**config.mk**
```make
export PLATFORM = sky130hd
export DESIGN_NAME = free_list
export DESIGN_NICKNAME = d
export VERILOG_FILES = /design/src/rtl/rv32i_types.sv /design/src/rtl/free_list.sv
export SDC_FILE = /design/constraint.sdc
export NUM_CORES = 1
export LEC_CHECK = 0
export BUFFER_PORTS_ARGS = -buffer_cell sky130_fd_sc_hd__buf_4
export CAP_MARGIN = 20
export CORE_MARGIN = 1
export CORE_UTILIZATION = 60
export DETAILED_ROUTE_END_ITERATION = 6
export HOLD_SLACK_MARGIN = 0.12
export PLACE_DENSITY = 0.86
export SYNTH_ARGS = -nofsm -noshare
export SYNTH_HDL_FRONTEND = slang
export SYNTH_SLANG_ARGS = --single-unit
```
**constraint.sdc**
```tcl
create_clock -name clk -period 6.21 [get_ports clk]
set_clock_uncertainty 0.2 [all_clocks]
set_input_delay 0.9315 -clock clk [delete_from_list [all_inputs] [get_ports clk]]
set_output_delay 0.9315 -clock clk [all_outputs]
set_load 0.005 [all_outputs]
```
**src/rtl/rv32i_types.sv**
```systemverilog
// Shared rename definitions: architectural register count and physical register index type.
package rv32i_types;
  localparam int ARCH_REGS = 32;
  localparam int PREG_BITS = 6;

  typedef logic [PREG_BITS-1:0] preg_t;
endpackage

```
**src/rtl/free_list.sv**
```systemverilog
// Circular FIFO of free physical register indices feeding rename; head is the next pd_dispatch.
// Reads are combinational from registered state, updates land on the next clk, flush refills in one cycle.
module free_list
  import rv32i_types::*;
#(
  parameter int PHYS_REG_BITS = PREG_BITS,
  parameter int NUM_PHYS      = 1 << PHYS_REG_BITS,
  parameter int DEPTH         = NUM_PHYS - ARCH_REGS
) (
  input  logic                       clk,
  input  logic                       rst,
  input  logic                       deq,
  output logic [PHYS_REG_BITS-1:0]   pd_out,
  output logic                       empty,
  input  logic                       enq,
  input  logic [PHYS_REG_BITS-1:0]   pd_in,
  output logic                       full,
  input  logic                       flush,
  output logic [$clog2(DEPTH):0]     count
);

  localparam int IDX_W = $clog2(DEPTH);
  localparam int PTR_W = IDX_W + 1;

  logic [PHYS_REG_BITS-1:0] mem_q [DEPTH];
  logic [PTR_W-1:0]         head_q, head_d;
  logic [PTR_W-1:0]         tail_q, tail_d;
  logic [IDX_W-1:0]         head_idx, tail_idx;
  logic                     do_enq, do_deq;

  function automatic logic [PTR_W-1:0] ptr_inc(input logic [PTR_W-1:0] p);
    if (p[IDX_W-1:0] == IDX_W'(DEPTH - 1)) begin
      ptr_inc = {~p[IDX_W], {IDX_W{1'b0}}};
    end else begin
      ptr_inc = p + PTR_W'(1);
    end
  endfunction

  assign head_idx = head_q[IDX_W-1:0];
  assign tail_idx = tail_q[IDX_W-1:0];

  assign empty  = (head_q == tail_q);
  assign full   = (head_idx == tail_idx) && (head_q[IDX_W] != tail_q[IDX_W]);
  assign pd_out = mem_q[head_idx];

  // Physical register 0 is hard-wired x0 and must never re-enter the list.
  assign do_enq = enq && !full && (pd_in != '0);
  assign do_deq = deq && !empty && !flush;

  always_comb begin
    if (head_q[IDX_W] == tail_q[IDX_W]) begin
      count = PTR_W'(tail_idx) - PTR_W'(head_idx);
    end else begin
      count = PTR_W'(DEPTH) - PTR_W'(head_idx) + PTR_W'(tail_idx);
    end
  end

  always_comb begin
    tail_d = do_enq ? ptr_inc(tail_q) : tail_q;
    head_d = head_q;
    // Flush makes every slot free again, including those just handed out speculatively.
    if (flush) begin
      head_d = {~tail_d[IDX_W], tail_d[IDX_W-1:0]};
    end else if (do_deq) begin
      head_d = ptr_inc(head_q);
    end
  end

  always_ff @(posedge clk) begin
    if (rst) begin
      head_q <= '0;
      tail_q <= {1'b1, {IDX_W{1'b0}}};
    end else begin
      head_q <= head_d;
      tail_q <= tail_d;
    end
  end

  always_ff @(posedge clk) begin
    if (rst) begin
      for (int i = 0; i < DEPTH; i++) begin
        mem_q[i] <= PHYS_REG_BITS'(ARCH_REGS + i);
      end
    end else if (do_enq) begin
      mem_q[tail_idx] <= pd_in;
    end
  end

endmodule

```
==> flow_metrics.py, run 1 <==
metrics = {
    "run_status": {
        "outcome": "finished clean",
    },
    "place": {
        "io_buffers": 24,
        "placed_area_um2": 10100,
        "pre_cts_ws_ns": 2.28,
        "post-dp-hpwl_um": 16200,
        "gp_congestion": 0.879,
        "dp.cells": 965,
    },
    "yosys": {
        "ys.flop_type": "edfxtp_1",
        "async_flop_share": 0,
        "synth_cells": 771,
        "yosys_warnings": 0,
        "synth_area_per_cell_um2": 12.8,
        "netlist_area_um2": 9870,
        "yosysUniqueCellTypes": 52,
        "synth_seq_area_share": 0.619,
        "ys_seq_elements": 209,
        "syn_nets": 795,
        "synth_edf_count": 192,
    },
    "sta": {
        "setup_viol": 0,
        "rsz0062_at_grt": "no",
        "finalSetupTns_ns": 0,
        "hold_viol": 0,
        "period_minus_slack_ns": 4.21,
        "timing.fmax_mhz": 238,
        "relSlewSlack": 0.237,
        "min_period_over_period": 0.677,
        "layout_setup_ws_ns": 2.00,
        "maxSlewViolCount": 0,
        "tightestPinTransition_ns": 1.13,
    },
    "worst_setup_path": {
        "worst_ep_arrival_time_ns": 3.08,
        "critical_path.max_fanout": 48,
        "path_cells": "mux4_2 > mux2i_1 > nor2_1 > a211oi_1 > nor2_1 > buf_4",
        "critical_path.max_stage_delay_ns": 0.98,
        "cp_common_cell": "nor2_1",
        "regToRegSetupSlack_ns": 2.35,
        "critical_path_class": "reg -> out",
        "crit_slowest_cell": "dfxtp_4",
        "reg2reg_to": "mem_q[4][3]",
        "worstSetupEndpointType": "primary output",
        "r2r-start": "tail_q[2]",
        "critPathBufInv": 1,
        "crit_family": "flip-flops",
        "reg2regPathDepth": 7,
        "cp-start-kind": "flip-flop",
        "cp.required_ns": 5.08,
    },
    "grt": {
        "grt_overflow": 0,
        "grt_max_degree": 49,
        "grt_pass1_vias": 6622,
        "grt_pass1_wl_um": 37900,
        "grt_antenna_before_repair": 0,
        "track_usage": 0.310,
    },
    "die": {
        "initial_core_util": 0.617,
        "die_x_um": 130,
        "fp.dieH_um": 130,
        "io_pins": 25,
        "rows": 46,
        "die-area_um2": 17000,
        "core_region_area_um2": 16000,
    },
    "power_and_ir_drop": {
        "clkPwrFrac": 0.402,
        "p_leak_nw": 3.23,
        "p_per_area_nw_per_um2": 302,
        "p_sw_frac": 0.232,
        "irDropWorstVdd_mv": 0.212,
        "p_seq_frac": 0.491,
        "p_sw_mw": 0.762,
        "p_int_mw": 2.52,
        "combPwrFrac": 0.107,
    },
    "worst_hold_path": {
        "hold_path_end": "head_q[4]",
        "min-delay-path-class": "reg -> reg",
        "hold_start": "head_q[4]",
        "worstHoldPathCells": 2,
    },
    "cts": {
        "cts_setup_buffers": 0,
        "cts_buffers": 21,
        "cts-resized-gates": 0,
        "cts_htree_levels": 1,
        "cts_root_buf": "clkbuf_16",
        "clk_pin_slew_ns": 0.06,
        "cts_tree": "done",
        "clk_latency_ns": 0.51,
        "hold_buffers": 0,
        "cts_sinks": 209,
        "clock_path_buffers": 3,
    },
    "finish": {
        "num-fill-cells": 1065,
        "antenna_cells": 0,
        "finalNonFillerCells": 1003,
        "drive_above_1_share": 0.188,
        "final_cell_mix": "edfxtp_1, nor2_1, nand2_1, mux4_2, o21ai_0",
        "fin_nets": 797,
        "layout_commonest_cell": "edfxtp_1",
        "ff_latch_area_um2": 6110,
        "multi_input_area_um2": 3490,
        "area_growth_pct": 10.0,
        "design_area_um2": 10900,
    },
    "drt": {
        "dr.pass1.iters": 6,
        "drt.antenna.violating_nets": 0,
        "route.detailed.drc": 0,
        "drt-initial-drc-count": 1238,
        "avgViaCountPerCell": 6.61,
        "wl_per_cell_um": 24.5,
        "wirelength_um": 24600,
        "vias": 6630,
    },
    "flow_run": {
        "maxCapViolCount": 0,
    },
}
==> state kept, by name (all words and copies together) (netlist names), named ones only <==
register	flops
head_q	6
tail_q	6
mem_q	192
==> cell families after synthesis <==
kind of cell	Yosys count	synth area share
AOI/OAI and AO/OA	77	0.0492
xor gates and xnor gates	4	0.00431
adders and majority gates	13	0.0172
buffers and inverters	65	0.0276
DFF	209	0.619
muxes	76	0.140
and+or+nand+nor	327	0.143
==> per-layer routing <==
| layer | up-vias | GRT usage | routed length, um |
|---|---|---|---|
| met5 | - | 0 | 0 |
| met4 | 0 | 0.137 | 908 |
| met3 | 72 | 0.0672 | 3020 |
| met2 | 491 | 0.506 | 11800 |
| met1 | 3245 | 0.403 | 8800 |
| li1 | 2822 | - | - |
==> synthesized netlist by cell type, types with 2 or more instances <==
cell,number,area share
inv_1,14,0.0053
and3_1,5,0.0032
a21oi_1,7,0.0035
and4_1,4,0.0035
nor2_1,135,0.051
nand2_1,133,0.051
or2b_1,2,0.0015
nand3_1,8,0.0041
o211ai_1,4,0.0030
mux4_2,48,0.11
a221oi_1,3,0.0027
o31a_1,3,0.0027
ha_1,12,0.015
xnor2_1,3,0.0027
a211oi_1,7,0.0053
buf_1,6,0.0023
or2_2,9,0.0057
nand2b_1,4,0.0025
nor2b_1,2,0.0013
mux2i_1,9,0.0091
o21ai_0,36,0.018
and2_1,5,0.0032
o22ai_1,7,0.0044
edfxtp_1,192,0.58
or4_1,2,0.0015
dfxtp_1,17,0.034
nor3_1,5,0.0025
a32oi_1,2,0.0018
buf_2,20,0.010
nand4_1,2,0.0013
a31oi_1,2,0.0013
and3b_1,2,0.0018
mux2_2,19,0.022
clkbuf_1,24,0.0091
==> worst max path at each step <==
| stage | to | startpoint | depth (start not counted) |
|---|---|---|---|
| after floorplan | pd_out[3] | flip-flop | 7 |
| after global placement | mem_q[23][2] | rst | 5 |
| after detailed placement | mem_q[11][3] | rst | 5 |
| after CTS | pd_out[0] | flip-flop | 6 |
| after global routing | pd_out[2] | flip-flop | 6 |
| final | pd_out[0] | flip-flop | 6 |
==> worst register-to-register path, cell delays in order, from the launching register on <==
cell and delay [ns]:
dfxtp_1 0.67, ha_1 0.39, and2_1 0.20, nand3_4 0.13
inv_1 0.11, nor3_2 0.25, nand2_1 0.57, o21ai_0 0.96
==> power by group through the flow <==
stage	combinational (mW)	clock (mW)	sequential, mW
floorplan	0.253	0	1.61
global placement	0.335	0	1.64
detailed placement	0.344	0	1.64
CTS	0.347	1.32	1.61
global route	0.377	1.37	1.62
finish	0.352	1.32	1.61
==> area by class of cell <==
class                   count  area share
clock buffers              25      0.0507
repair buffers             30      0.0205
flip-flops and latches    209       0.563
well taps                 216      0.0249
multi-input cells         497       0.322
clock inverters            12      0.0146
inverters                  14     0.00484
==> metrics by stage <==
stage	utilization	power [mW]	hold WS [ns]
after floorplan	-	1.86	0.289
after global placement	0.634	1.97	0.362
after detailed placement	0.634	1.98	0.357
after CTS	0.678	3.28	0.365
after global routing	0.679	3.36	0.416
final	0.679	3.28	0.372
(Power assumes the default switching activity.)
==> run 2, diff against run 1 <==
- clock period: 6.21 -> 4.1 ns (I/O delays scaled with it)
==> run 2 against run 1 <==
The run now ends with DRC left. Combinational power increased by 58%. First-iteration DRC count fell by 18%. Wire length increased by 2.3%. Critical endpoint is now pd_out[5].
==> flow_metrics.py, run 2 (synthesis gave the netlist of run 1 again) <==
metrics = {
    "place": {
        "io_buffers": 24,
        "post-dp-hpwl_um": 16500,
        "gp_congestion": 0.934,
    },
    "die": {
        "die_x_um": 130,
        "rows": 46,
        "initial_core_util": 0.617,
        "io_pins": 25,
        "core_region_area_um2": 16000,
        "fp.dieH_um": 130,
        "die-area_um2": 17000,
    },
    "drt": {
        "route.detailed.drc": 1,
        "wirelength_um": 25100,
        "avgViaCountPerCell": 6.67,
        "dr.pass1.iters": 7,
        "wl_per_cell_um": 24.6,
        "drt-initial-drc-count": 1014,
        "drt.antenna.violating_nets": 0,
        "vias": 6793,
    },
    "cts": {
        "hold_buffers": 0,
        "cts_buffers": 22,
        "cts_tree": "done",
        "cts_setup_buffers": 0,
        "cts_htree_levels": 1,
        "cts_sinks": 209,
        "clock_path_buffers": 3,
        "clk_pin_slew_ns": 0.06,
        "clk_latency_ns": 0.50,
        "cts-resized-gates": 0,
        "cts_root_buf": "clkbuf_16",
    },
    "finish": {
        "antenna_cells": 0,
        "largest_reg_flops": 192,
        "ff_latch_area_um2": 6110,
        "multi_input_area_um2": 3490,
        "top_regs": "mem_q (192), head_q (6), tail_q (6)",
        "final_core_util": 0.683,
        "area_growth_pct": 10.7,
        "final_cell_mix": "edfxtp_1, nor2_1, nand2_1, mux4_2, buf_4",
        "num-fill-cells": 1070,
        "largest-register": "mem_q",
        "layout_commonest_cell": "edfxtp_1",
        "fin_nets": 811,
        "drive_above_1_share": 0.199,
    },
    "grt": {
        "track_usage": 0.312,
        "grt_pass1_wl_um": 37900,
        "grt_overflow": 0,
        "grt_max_degree": 33,
        "grt_antenna_before_repair": 0,
        "grt_pass1_vias": 6838,
    },
    "run_status": {
        "violations": "DRC",
        "outcome": "finished with violations",
    },
    "sta": {
        "min_period_over_period": 0.927,
        "relSlewSlack": 0.251,
        "whs_ns": 0.191,
        "rsz0062_at_grt": "no",
        "timing.fmax_mhz": 263,
        "finalSetupTns_ns": 0,
        "setup_viol": 0,
        "period_minus_slack_ns": 3.80,
        "hold_viol": 0,
        "tightestPinTransition_ns": 1.11,
        "maxSlewViolCount": 0,
    },
    "worst_setup_path": {
        "critical_path.max_stage_delay_ns": 0.72,
        "regToRegSetupSlack_ns": 0.42,
        "critical_path_class": "reg -> out",
        "worstSetupEndpointType": "primary output",
        "path_cells": "buf_4 > mux4_2 > mux2i_1 > nor2_1 > a211oi_1 > nor2_1 > buf_4",
        "cp-start-kind": "flip-flop",
        "worst_ep_arrival_time_ns": 2.98,
        "crit_family": "flip-flops",
        "critical_path.max_fanout": 28,
        "crit_slowest_cell": "dfxtp_4",
        "critPathBufInv": 2,
        "cp.required_ns": 3.28,
    },
    "worst_hold_path": {
        "min-delay-path-class": "in -> reg",
    },
    "power_and_ir_drop": {
        "p_per_area_nw_per_um2": 447,
        "irDropWorstVdd_mv": 0.335,
        "power_mw": 4.89,
        "p_leak_nw": 3.26,
    },
    "flow_run": {
        "maxCapViolCount": 0,
    },
}
[run 2: path summary, 6_finish.rpt]
kind	startpoint	endpoint	cells after the start
setup reg to reg	tail_q[2]	mem_q[28][2]	7
setup / recovery	flip-flop	pd_out[5]	7
hold / removal	flush	head_q[5]	2
hold reg to reg	head_q[5]	tail_q[5]	2
[run 2: power breakdown]
group | switching [mW] | total, mW | internal, mW | leakage (nW)
registers | 0.0637 | 2.44 | 2.37 | 1.76
logic | 0.316 | 0.556 | 0.240 | 1.16
clock network | 0.808 | 1.89 | 1.09 | 0.337
[run 2: layer usage]
metal	GRT usage	share of wire	wire (um)
met1	0.393	0.34	8580
met2	0.525	0.48	12000
met3	0.0668	0.13	3230
met4	0.135	0.051	1280
met5	0	0	0
[run 2: final cells by class]
| class | instances | area share |
|---|---|---|
| Tap cell | 216 | 0.0247 |
| Inverter | 14 | 0.00481 |
| Clock inverter | 14 | 0.00870 |
| Multi-Input combinational cell | 497 | 0.320 |
| Sequential cell | 209 | 0.559 |
| Timing Repair Buffer | 43 | 0.0293 |
| Clock buffer | 26 | 0.0537 |
[run 2: through the flow]
stage / instances / area [um^2] / setup WS [ns]
floorplan: 771 / 9870 / 1.36
global placement: 978 / 10200 / 0.770
detailed placement: 978 / 10200 / 0.536
CTS: 1018 / 10900 / 0.273
global route: 1019 / 10900 / 0.110
finish: 1019 / 10900 / 0.301
==> run 3, diff against run 2 <==
- RECOVER_POWER: unset -> 100
==> run 3 against run 2 <==
The run still ends with DRC left. Worst setup slack got worse by 0.22 ns. Critical endpoint is now mem_q[21][1]. Wire length barely moved. Via count rose by 0.79%. Worst hold slack got worse by 0.0025 ns. Die area did not move.
==> flow_metrics.py, run 3 (synthesis gave the netlist of run 1 again) <==
metrics = {
    "cts": {
        "cts_sinks": 209,
        "cts-resized-gates": 0,
        "cts_htree_levels": 1,
        "clk_latency_ns": 0.50,
        "clock_path_buffers": 3,
        "hold_buffers": 0,
        "clk_pin_slew_ns": 0.06,
        "cts_tree": "done",
        "cts_setup_buffers": 0,
        "cts_buffers": 22,
        "cts_root_buf": "clkbuf_16",
    },
    "power_and_ir_drop": {
        "p_seq_frac": 0.499,
        "p_int_mw": 3.69,
        "p_sw_mw": 1.19,
        "p_per_area_nw_per_um2": 449,
        "p_sw_frac": 0.244,
        "p_leak_nw": 3.20,
        "clkPwrFrac": 0.389,
        "combPwrFrac": 0.111,
        "irDropWorstVdd_mv": 0.334,
    },
    "finish": {
        "fin_nets": 811,
        "layout_commonest_cell": "edfxtp_1",
        "drive_above_1_share": 0.179,
        "num-fill-cells": 1090,
        "antenna_cells": 0,
        "design_area_um2": 10900,
        "largest-register": "mem_q",
        "area_growth_pct": 10.1,
        "top_regs": "mem_q (192), head_q (6), tail_q (6)",
        "final_cell_mix": "edfxtp_1, nor2_1, nand2_1, mux4_2, o21ai_0",
        "largest_reg_flops": 192,
    },
    "worst_setup_path": {
        "worst_ep_arrival_time_ns": 4.15,
        "critPathBufInv": 1,
        "crit_start": "tail_q[2]",
        "worstSetupEndpointType": "flip-flop",
        "critical_path.max_fanout": 21,
        "path_cells": "ha_1 > and2_1 > nand3_4 > and4_1 > clkbuf_1 > nand2_1 > nor2_1",
        "crit_slowest_cell": "clkbuf_1",
        "reg2reg_to": "mem_q[21][1]",
        "regToRegSetupSlack_ns": 0.08,
        "r2r-start": "tail_q[2]",
        "cp-start-kind": "flip-flop",
        "critical_path.max_stage_delay_ns": 1.05,
        "cp.required_ns": 4.23,
        "crit_family": "simple AND/OR/NAND/NOR gates",
        "reg2regPathDepth": 7,
        "critical_path_class": "reg -> reg",
    },
    "grt": {
        "grtUsageMet3": 0.0668,
        "track_usage": 0.312,
        "grt_util_met2": 0.525,
        "grt_max_degree": 33,
        "busiest_layer": "met2",
        "use_met1": 0.393,
        "grt_pass1_vias": 6838,
        "grt_antenna_before_repair": 0,
        "grt_pass1_wl_um": 37900,
        "grt_overflow": 0,
    },
    "run_status": {
        "outcome": "finished with violations",
        "violations": "DRC",
    },
    "sta": {
        "relSlewSlack": 0.0411,
        "timing.fmax_mhz": 249,
        "min_period_over_period": 0.980,
        "hold_viol": 0,
        "rsz0062_at_grt": "no",
        "period_minus_slack_ns": 4.02,
        "finalSetupTns_ns": 0,
        "tightestPinTransition_ns": 1.44,
        "setup_viol": 0,
        "maxSlewViolCount": 0,
    },
    "die": {
        "die_x_um": 130,
        "fp.dieH_um": 130,
        "die-area_um2": 17000,
        "rows": 46,
        "core_region_area_um2": 16000,
        "io_pins": 25,
        "initial_core_util": 0.617,
    },
    "drt": {
        "drt-initial-drc-count": 1108,
        "drt.antenna.violating_nets": 0,
        "wl_per_cell_um": 24.7,
        "dr.pass1.iters": 7,
        "route.detailed.drc": 1,
        "avgViaCountPerCell": 6.72,
        "wirelength_um": 25100,
        "vias": 6847,
    },
    "worst_hold_path": {
        "worstHoldPathCells": 2,
        "min-delay-path-class": "in -> reg",
        "hold_start": "flush",
        "hold_path_end": "head_q[5]",
    },
    "place": {
        "io_buffers": 24,
        "placed_area_um2": 10200,
        "gp_congestion": 0.934,
        "post-dp-hpwl_um": 16500,
    },
    "flow_run": {
        "maxCapViolCount": 0,
    },
}
## run 3: layout make-up
cell class / instances / area (um^2) / area share
Clock inverter: 14 / 95.1 / 0.00875
Tap cell: 216 / 270 / 0.0249
Multi-Input combinational cell: 497 / 3480 / 0.320
Inverter: 14 / 52.6 / 0.00483
Timing Repair Buffer: 43 / 274 / 0.0252
Sequential cell: 209 / 6110 / 0.562
Clock buffer: 26 / 587 / 0.0540
## run 3: how the worst max path moves through the flow
stage	endpoint	slack (ns)	cells past startpoint
after global routing	mem_q[17][1]	0.08	7
after global placement	mem_q[12][2]	0.77	7
after CTS	pd_out[3]	0.27	7
final	mem_q[21][1]	0.08	7
after detailed placement	mem_q[8][3]	0.54	7
after floorplan	mem_q[0][0]	1.36	9
## run 3: power by group through the flow
stage,combinational (mW),clock [mW],sequential [mW]
after floorplan,0.379,0,2.43
after global placement,0.525,0,2.47
after detailed placement,0.540,0,2.48
after CTS,0.545,1.89,2.44
after global routing,0.578,1.98,2.44
final,0.543,1.90,2.44
## run 3: worst register-to-register path: cells and delay by family (launching register included)
| kind | cells | cell delay, ns |
|---|---|---|
| fa+ha+maj | 1 | 0.40 |
| buf+inv | 1 | 1.05 |
| flops | 1 | 0.66 |
| simple gates | 5 | 1.54 |
## run 3: metrics by stage
step	hold WS (ns)	power [mW]	instances	utilization	worst slack (ns)
after floorplan	0.289	2.81	771	-	1.36
after global placement	0.352	3.00	978	0.640	0.770
after detailed placement	0.375	3.02	978	0.640	0.536
after CTS	0.186	4.87	1018	0.683	0.273
after global routing	0.212	5.00	1019	0.679	0.0790
final	0.188	4.88	1019	0.679	0.0821
## run 3: layer usage
layer  share of wire  up-vias
met5               0        -
met3            0.13      121
met2            0.48      577
li1                -     2851
met1            0.34     3298
met4           0.050        0
